### src/rtl/mult_acc_pkg.sv
// Shared types and constants for the multiply-accumulate readout stage.
// No logic; imported by mult_accumulator and acc_byte_serializer.
// Holds the FSM state encoding and default widths.
package mult_acc_pkg;

    localparam int BYTE_W    = 8;
    localparam int ACC_W_DEF = 16;
    localparam int CNT_W_DEF = 4;

    typedef enum logic {
        ACCUM = 1'b0,
        DRAIN = 1'b1
    } state_t;

endpackage

### src/rtl/acc_byte_serializer.sv
// Loads an accumulator snapshot and presents it LSB byte first on a valid/ready port.
// First byte valid the cycle after load; one byte per cycle while out_ready is high.
// out_ready low holds out_data/out_valid stable; done pulses with the last byte handshake.
module acc_byte_serializer
    import mult_acc_pkg::*;
#(
    parameter int ACC_W = ACC_W_DEF
) (
    input  logic             clk,
    input  logic             rst_n,
    input  logic             load,
    input  logic [ACC_W-1:0] snap,
    input  logic             out_ready,
    output logic [7:0]       out_data,
    output logic             out_valid,
    output logic             done
);

    localparam int NB    = ACC_W / BYTE_W;
    localparam int IDX_W = (NB > 1) ? $clog2(NB) : 1;

    logic [ACC_W-1:0] shreg;
    logic [ACC_W-1:0] nxt;
    logic [IDX_W-1:0] idx;
    logic             take;
    logic             last;

    assign nxt  = shreg >> BYTE_W;
    assign last = (idx == IDX_W'(NB - 1));
    assign take = out_valid & out_ready;
    assign done = take & last;

    // Snapshot load, byte index advance and registered output byte
    always_ff @(posedge clk) begin
        if (!rst_n) begin
            shreg     <= '0;
            idx       <= '0;
            out_valid <= 1'b0;
            out_data  <= '0;
        end else if (load) begin
            shreg     <= snap;
            idx       <= '0;
            out_valid <= 1'b1;
            out_data  <= snap[BYTE_W-1:0];
        end else if (take) begin
            if (last) begin
                idx       <= '0;
                out_valid <= 1'b0;
            end else begin
                idx      <= idx + IDX_W'(1);
                shreg    <= nxt;
                out_data <= nxt[BYTE_W-1:0];
            end
        end
    end

endmodule

### src/rtl/mult_accumulator.sv
// Sums 8-bit products into an ACC_W accumulator and reads it out byte-serially (MULT_ACC_SAT_EN: saturate instead of wrap).
// Accumulate: updated on the accepting edge; readout: first byte the cycle after rd_start.
// prod_ready drops for the whole drain; out_ready low stalls the drain with data held.
module mult_accumulator
    import mult_acc_pkg::*;
#(
    parameter int ACC_W = ACC_W_DEF,
    parameter int CNT_W = CNT_W_DEF
) (
    input  logic             clk,
    input  logic             rst_n,
    input  logic [7:0]       prod_in,
    input  logic             prod_valid,
    output logic             prod_ready,
    input  logic             clr,
    input  logic             rd_start,
    output logic [7:0]       out_data,
    output logic             out_valid,
    input  logic             out_ready,
    output logic             ovf,
    output logic [CNT_W-1:0] count,
    output logic             busy
);

    state_t           state;
    logic [ACC_W-1:0] acc;
    logic [ACC_W:0]   sum;
    logic [ACC_W-1:0] prod_ext;
    logic             accept;
    logic             load;
    logic             done;

    assign prod_ready = (state == ACCUM);
    assign busy       = (state == DRAIN);
    assign accept     = prod_valid & prod_ready;
    assign load       = rd_start & (state == ACCUM);
    assign prod_ext   = {{(ACC_W-BYTE_W){1'b0}}, prod_in};
    assign sum        = {1'b0, acc} + {1'b0, prod_ext};

    // Readout FSM: leave ACCUM on rd_start, return once the last byte is taken
    always_ff @(posedge clk) begin
        if (!rst_n) begin
            state <= ACCUM;
        end else begin
            case (state)
                ACCUM:   if (rd_start) state <= DRAIN;
                DRAIN:   if (done)     state <= ACCUM;
                default:               state <= ACCUM;
            endcase
        end
    end

    // Accumulator, saturating product counter and sticky overflow flag
    always_ff @(posedge clk) begin
        if (!rst_n) begin
            acc   <= '0;
            count <= '0;
            ovf   <= 1'b0;
        end else if (clr) begin
            // A product accepted alongside clr starts the new sum
            acc   <= accept ? prod_ext : '0;
            count <= accept ? CNT_W'(1) : '0;
            ovf   <= 1'b0;
        end else if (accept) begin
            if (count != {CNT_W{1'b1}}) count <= count + CNT_W'(1);
            if (sum[ACC_W]) ovf <= 1'b1;
`ifdef MULT_ACC_SAT_EN
            acc <= sum[ACC_W] ? {ACC_W{1'b1}} : sum[ACC_W-1:0];
`else
            acc <= sum[ACC_W-1:0];
`endif
        end
    end

    // Snapshot taken from the pre-add accumulator value
    acc_byte_serializer #(.ACC_W(ACC_W)) u_ser (
        .clk       (clk),
        .rst_n     (rst_n),
        .load      (load),
        .snap      (acc),
        .out_ready (out_ready),
        .out_data  (out_data),
        .out_valid (out_valid),
        .done      (done)
    );

endmodule

### config.mk
export PLATFORM = sky130hd
export DESIGN_NAME = mult_accumulator
export DESIGN_NICKNAME = d
export VERILOG_FILES = /design/src/rtl/mult_acc_pkg.sv /design/src/rtl/acc_byte_serializer.sv /design/src/rtl/mult_accumulator.sv
export SDC_FILE = /design/constraint.sdc
export NUM_CORES = 1
export LEC_CHECK = 0
export CAP_MARGIN = 25
export CORE_MARGIN = 3
export CORE_UTILIZATION = 34
export CTS_BUF_LIST = sky130_fd_sc_hd__clkbuf_8
export DETAILED_ROUTE_END_ITERATION = 6
export GPL_TIMING_DRIVEN = 0
export PLACE_DENSITY = 0.59
export REMOVE_ABC_BUFFERS = 1
export SLEW_MARGIN = 5
export SYNTH_ARGS = -nofsm -noshare
export SYNTH_HDL_FRONTEND = slang
export SYNTH_SLANG_ARGS = --single-unit
### constraint.sdc
create_clock -name clk -period 2.1 [get_ports clk]
set_input_delay 0.315 -clock clk [delete_from_list [all_inputs] [get_ports clk]]
set_output_delay 0.315 -clock clk [all_outputs]
set_load 0.005 [all_outputs]
; ---- Yosys cells after proc, flatten, opt, wreduce, memory -nomap -nowiden
; Cells that the tools add are included.
[totals]
ff_bits = 48
in_bits = 14
output_inout_bits = 16
word_cells = 49
[op_classes]
addsub = 3
eq_ne = 2
mux = 20
n_bitwise = 6
n_reduce_logical = 10
[ops]
columns = cell, count
row1 = $mux 16, 5
row2 = $mux 8, 4
row3 = $add 16x8->17, 1
row4 = $mux 4, 3
row5 = $reduce_and 2->1, 4
row6 = $reduce_bool 2->1, 4
row7 = $mux 1, 7
row8 = $add 4x1->4 const B, 1
row9 = $and 1x1->1, 4
row10 = $ne 4x4->1 const B, 1
row11 = $reduce_or 2->1, 2
row12 = $ne 2x2->1 const B, 1
row13 = $not 1->1, 2
row14 = $pmux 1 s2, 1
row15 = $add 1x1->1 const B, 1

; ---- Logic depth before layout (Yosys ltp)
[logic_depth]
ltp_word = 4
depth_mapped = 7
mapped_depth_nobuf = 7

; ---- Cells and area by module
; From an unflattened synthesis, not the netlist that was laid out.
[hier_totals]
hier_cells = 266
hier_area_um2 = 2230.9
[by_module_without_submodules]
columns = mod, n_inst, cells_per_inst, area_each_um2, seq_area_each_um2
row1 = mult_accumulator, 1, 170, 1412.6, 440.4
row2 = acc_byte_serializer, 1, 96, 818.3, 360.3

; ---- Worst setup path after synthesis
; No wires, ideal clock.
[synth_timing]
path_type = input-to-reg
startpoint = input port prod_in[0]
endpoint = register acc[12]
setup_time_ns = 0.132
arrival_ns = 1.935
required_time_ns = 1.968
path_slack_ns = 0.033
path_stages = 7
path_buffers = 0
path_cell_list = ha_1 fa_1 a21o_1 a21o_1 a311oi_2 or3_1 a21oi_1
[synth_between]
elab_chain_cells = 3
[synth_rtl]
columns = element, line_no
row1 = start: declaration, mult_accumulator.sv:12  ; input logic [7:0] prod_in,
row2 = $add 16x8->17, mult_accumulator.sv:38  ; assign sum = {1'b0, acc} + {1'b0, prod_ext};
row3 = $mux 16, mult_accumulator.sv:64  ; end else if (accept) begin
row4 = $mux 16, mult_accumulator.sv:59  ; end else if (clr) begin
row5 = end signal: assignment, mult_accumulator.sv:61  ; acc <= accept ? prod_ext : '0;
row6 = end signal: assignment, mult_accumulator.sv:70  ; acc <= sum[ACC_W-1:0];
row7 = end: declaration, mult_accumulator.sv:26  ; logic [ACC_W-1:0] acc;
; No other way between the ends. The select of a mux whose other input is x is not followed.
; A chain may end at the register's enable or synchronous reset.

; ---- Final worst setup path
[layout_timing]
startpoint = input port prod_in[6]
endpoint = register acc[12]
; The elaborated chain is that of the path after synthesis.

==> flow_summary_export.csv <==
group,metric,value,unit
run_status,status,"finished, final reports clean",
global_route,antenna_found_initial,0,
worst_setup_path,arrival,2.27,ns
floorplan,ioPinCount,30,
worst_setup_path,cp.required,2.33,ns
sta,tightest_slew,0.841,ns
floorplan,initial_utilization,35.7,%
worst_setup_path,criticalPathCategory,"primary input to flip-flop",
synth,synth_compound_area_share,24.7,%
min_path,hp-class,"flip-flop to flip-flop",
worst_setup_path,cp_slowest_cell,"clkdlybuf4s50_1",
detailed_routing,wl_met2,2490,um
sta,finalMaxSlewViolations,0,
power,p_sw,0.485,mW
clocking,htreeDepth,2,
floorplan,dieWidth,85.3,um
worst_setup_path,rrSetupSlack,0.06,ns
synth,muxShareOfSynthArea,0.468,%
floorplan,fp.coreArea,0.00599,mm2
detailed_routing,drcViolationCount,0,
sta,hold_viol,0,
placed_design,place_congestion,0.810,
synth,yosysTopAreaCellShare,37.4,%
clocking,numCtsBuffers,5,
layout,stdcell_count,363,
layout,multiInputGateArea,0.00132,mm2
detailed_routing,wirelength_met1,2570,um
worst_setup_path,reg2reg_from,"acc[0]",
power,power_density,660,mW/mm2
synth,synth-main-ff-cell,"dfxtp_1",
global_route,groute.usage.overall,15.2,%
synth,synthCells,260,
power,p_leak,1.06,nW
worst_setup_path,ff2ff_path_depth,8,
global_route,grt_max_degree,32,
floorplan,num_rows,28,
sta,report.final.setup_viol,0,
clocking,cts-root-buf,"clkbuf_8",
power,clockPowerShare,34.2,%
detailed_routing,drt-initial-drc-count,158,
worst_setup_path,endpoint_kind,"flip-flop",
sta,period_needed,2.04,ns
clocking,clock-sinks,40,
job,maxCapViolCount,0,
power,intPower,1.31,mW
synth,synth_cell_types,44,
sta,max_slew_margin,43.8,%
worst_setup_path,cp-start-kind,"primary input",
floorplan,die_h,85.3,um
sta,max_freq,0.490,GHz
synth,synth_area_per_cell,8.23,um2
synth,ys_seq_area_share,37.4,%
placed_design,dp_cells,347,
clocking,clock_latency,0.30,ns
synth,synth_xor_area_share,2.05,%
detailed_routing,routed-wl-met3,230,um
global_route,grt_pass1_wl,8850,um
clocking,cts_tree,"done",
clocking,cts_hold_buffers,0,
power,seqPwrFrac,45.3,%
detailed_routing,wl_per_cell,14.8,um
worst_setup_path,timing.rr.end,"acc[8]",
global_route,grt_pass1_vias,1819,
synth,synth_fa_ha_area_share,6.20,%
power,switching_share,27.0,%
synth,yosysTopAreaCell,"dfxtp_1",
power,power,1.80,mW
detailed_routing,viasPerCell,5.39,
synth,ys_ff_latch,40,
worst_setup_path,crit_chain,"clkdlybuf4s50_1 -> ha_1 -> and3_2 -> a311oi_4 -> buf_6 -> or3_1 -> a21oi_1",
min_path,worstHoldEndpoint,"ovf",
placed_design,io_buffers,29,
sta,timing.final.crit_share,97.1,%
placed_design,dp_hpwl,3600,um
synth,async_reset_ff_share,0,%
layout,drive_above_1_share,12.5,%
min_path,hp-start,"ovf",
detailed_routing,ant_nets,0,
sta,skew,0.00456,ns
synth,synth_top_family_by_area,"compound AO/OA/AOI/OAI gates",
detailed_routing,top_layer,"met4",
worst_setup_path,crit_fanout,8,
detailed_routing,vias,1956,
layout,diodes,0,
clocking,cts.reportedPaths.clkPinSlew,0.07,ns
min_path,holdPathStages,2,
global_route,gr-total-overflow,0,
layout,area_growth,27.5,%
layout,nets,311,
synth,syn-cell-area,0.00214,mm2
worst_setup_path,critPathMaxStageDelay,0.46,ns
detailed_routing,dr.pass1.iters,4,
power,ir_drop,0.259,mV
layout,fillers,600,
floorplan,fp.dieArea,0.00728,mm2
synth,ys_warn_count,0,
synth,synthTopCellsByArea,"dfxtp_1, nand2_1, o21ai_0, ha_1, a21oi_1",
power,power_frac_comb,20.4,%
synth,synth-simple-area-share,23.7,%
layout,seq_area,802,um2
detailed_routing,wl,5370,um
clocking,clock_path_buffers,2,
synth,synth-edff-count,0,
-- logic make-up after synthesis --
group,after synthesis
and+or+nand+nor,103
buffers and inverters,23
xor gates and xnor gates,5
DFF,40
adders and majority gates,10
AOI/OAI and AO/OA,78
muxes,1
-- placed cells by master (no fill, tap or decap), drive strengths merged, types with 2 or more instances in the layout --
master,count
a21o,3
a211oi,4
buf,11
nand3b,2
inv,4
o31ai,2
nor2,10
ha,9
clkdlybuf4s50,26
o211a,8
nor2b,9
clkbuf,5
nand3,20
a2111oi,2
a22oi,3
a21oi,20
a31oi,4
and3,5
nand4,2
nand2b,2
nand2,40
xnor2,4
dfxtp,40
o21ai,25
or3,8
-- registers in the layout (all words and copies together) (netlist names) --
signal           cells
busy                 1
acc                 16
u_ser.shreg         16
u_ser.out_valid      1
u_ser.idx            1
count                4
ovf                  1
-- how the worst max path moves through the flow --
stage | end | depth (start not counted) | from | slack [ns]
4_1_cts | acc[12] | 8 | acc[0] | 0.02
3_3_place_gp | acc[7] | 4 | rst_n | -0.88
5_1_grt | acc[12] | 7 | prod_in[6] | -0.02
2_1_floorplan | acc[12] | 7 | prod_in[0] | 0.03
6_report | acc[12] | 7 | prod_in[6] | 0.06
3_5_place_dp | acc[7] | 4 | rst_n | -0.78
-- layout make-up --
type	instances	area share, %
clock buffers	5	2.52
repair buffers	40	14.4
multi-input cells	197	48.4
flip-flops and latches	40	29.4
inverters	3	0.413
clock inverters	3	1.42
well taps	75	3.44
-- metal layers --
| layer | vias up | GRT usage (%) |
|---|---|---|
| li1 | 984 | - |
| met1 | 914 | 20.6 |
| met2 | 48 | 23.9 |
| met3 | 10 | 3.11 |
| met4 | 0 | 5.32 |
| met5 | - | 0 |
-- through the flow --
step	util (%)	worst slack, ns	setup TNS, ns	instance area (um2)	hold WS [ns]
6_report	45.6	0.0607	0	2730	0.457
5_1_grt	45.6	-0.0166	-0.0225	2730	0.499
4_1_cts	44.3	0.0210	0	2660	0.465
3_5_place_dp	41.0	-0.781	-11.10	2450	0.455
3_3_place_gp	40.4	-0.883	-17.50	2420	0.451
2_1_floorplan	-	0.0313	0	2030	0.431
-- synthesized netlist by cell type (2+ instances only) --
cell and count:
a2111oi_0 2, a211oi_1 3, a21o_1 3, a21oi_1 20, a22oi_1 3, a31oi_1 4, and3_1 5, buf_4 8
clkbuf_1 11, dfxtp_1 40, ha_1 9, inv_1 3, nand2_1 39, nand2b_1 2, nand3_1 20, nand3b_1 2
nand4_1 2, nor2_1 10, nor2b_1 9, o211a_1 8, o21ai_0 24, or3_1 8, xnor2_1 4
-- power groups by stage --
stage	Combinational [mW]	Clock (mW)	Sequential (mW)
3_5_place_dp	0.317	0	0.831
6_report	0.368	0.616	0.816
5_1_grt	0.405	0.661	0.821
4_1_cts	0.344	0.631	0.814
3_3_place_gp	0.305	0	0.831
2_1_floorplan	0.180	0	0.826
-- worst max-delay path, delay by kind of cell --
| kind | cells | cell delay (ns) |
|---|---|---|
| AND/OR/NAND/NOR | 2 | 0.65 |
| buffers and inverters | 2 | 0.61 |
| adder cells (fa/ha/maj) | 1 | 0.44 |
| AO/OA/AOI/OAI | 2 | 0.25 |
-- repair_timing --
item / in CTS / in global routing
endpoints found under the setup margin: 20 / 9
gates resized for setup: 15 / 12
buffers inserted: 5 / 2
pin swaps: 7 / 12
cloned: 1 / 0
Power figures use the tool's default switching activity.
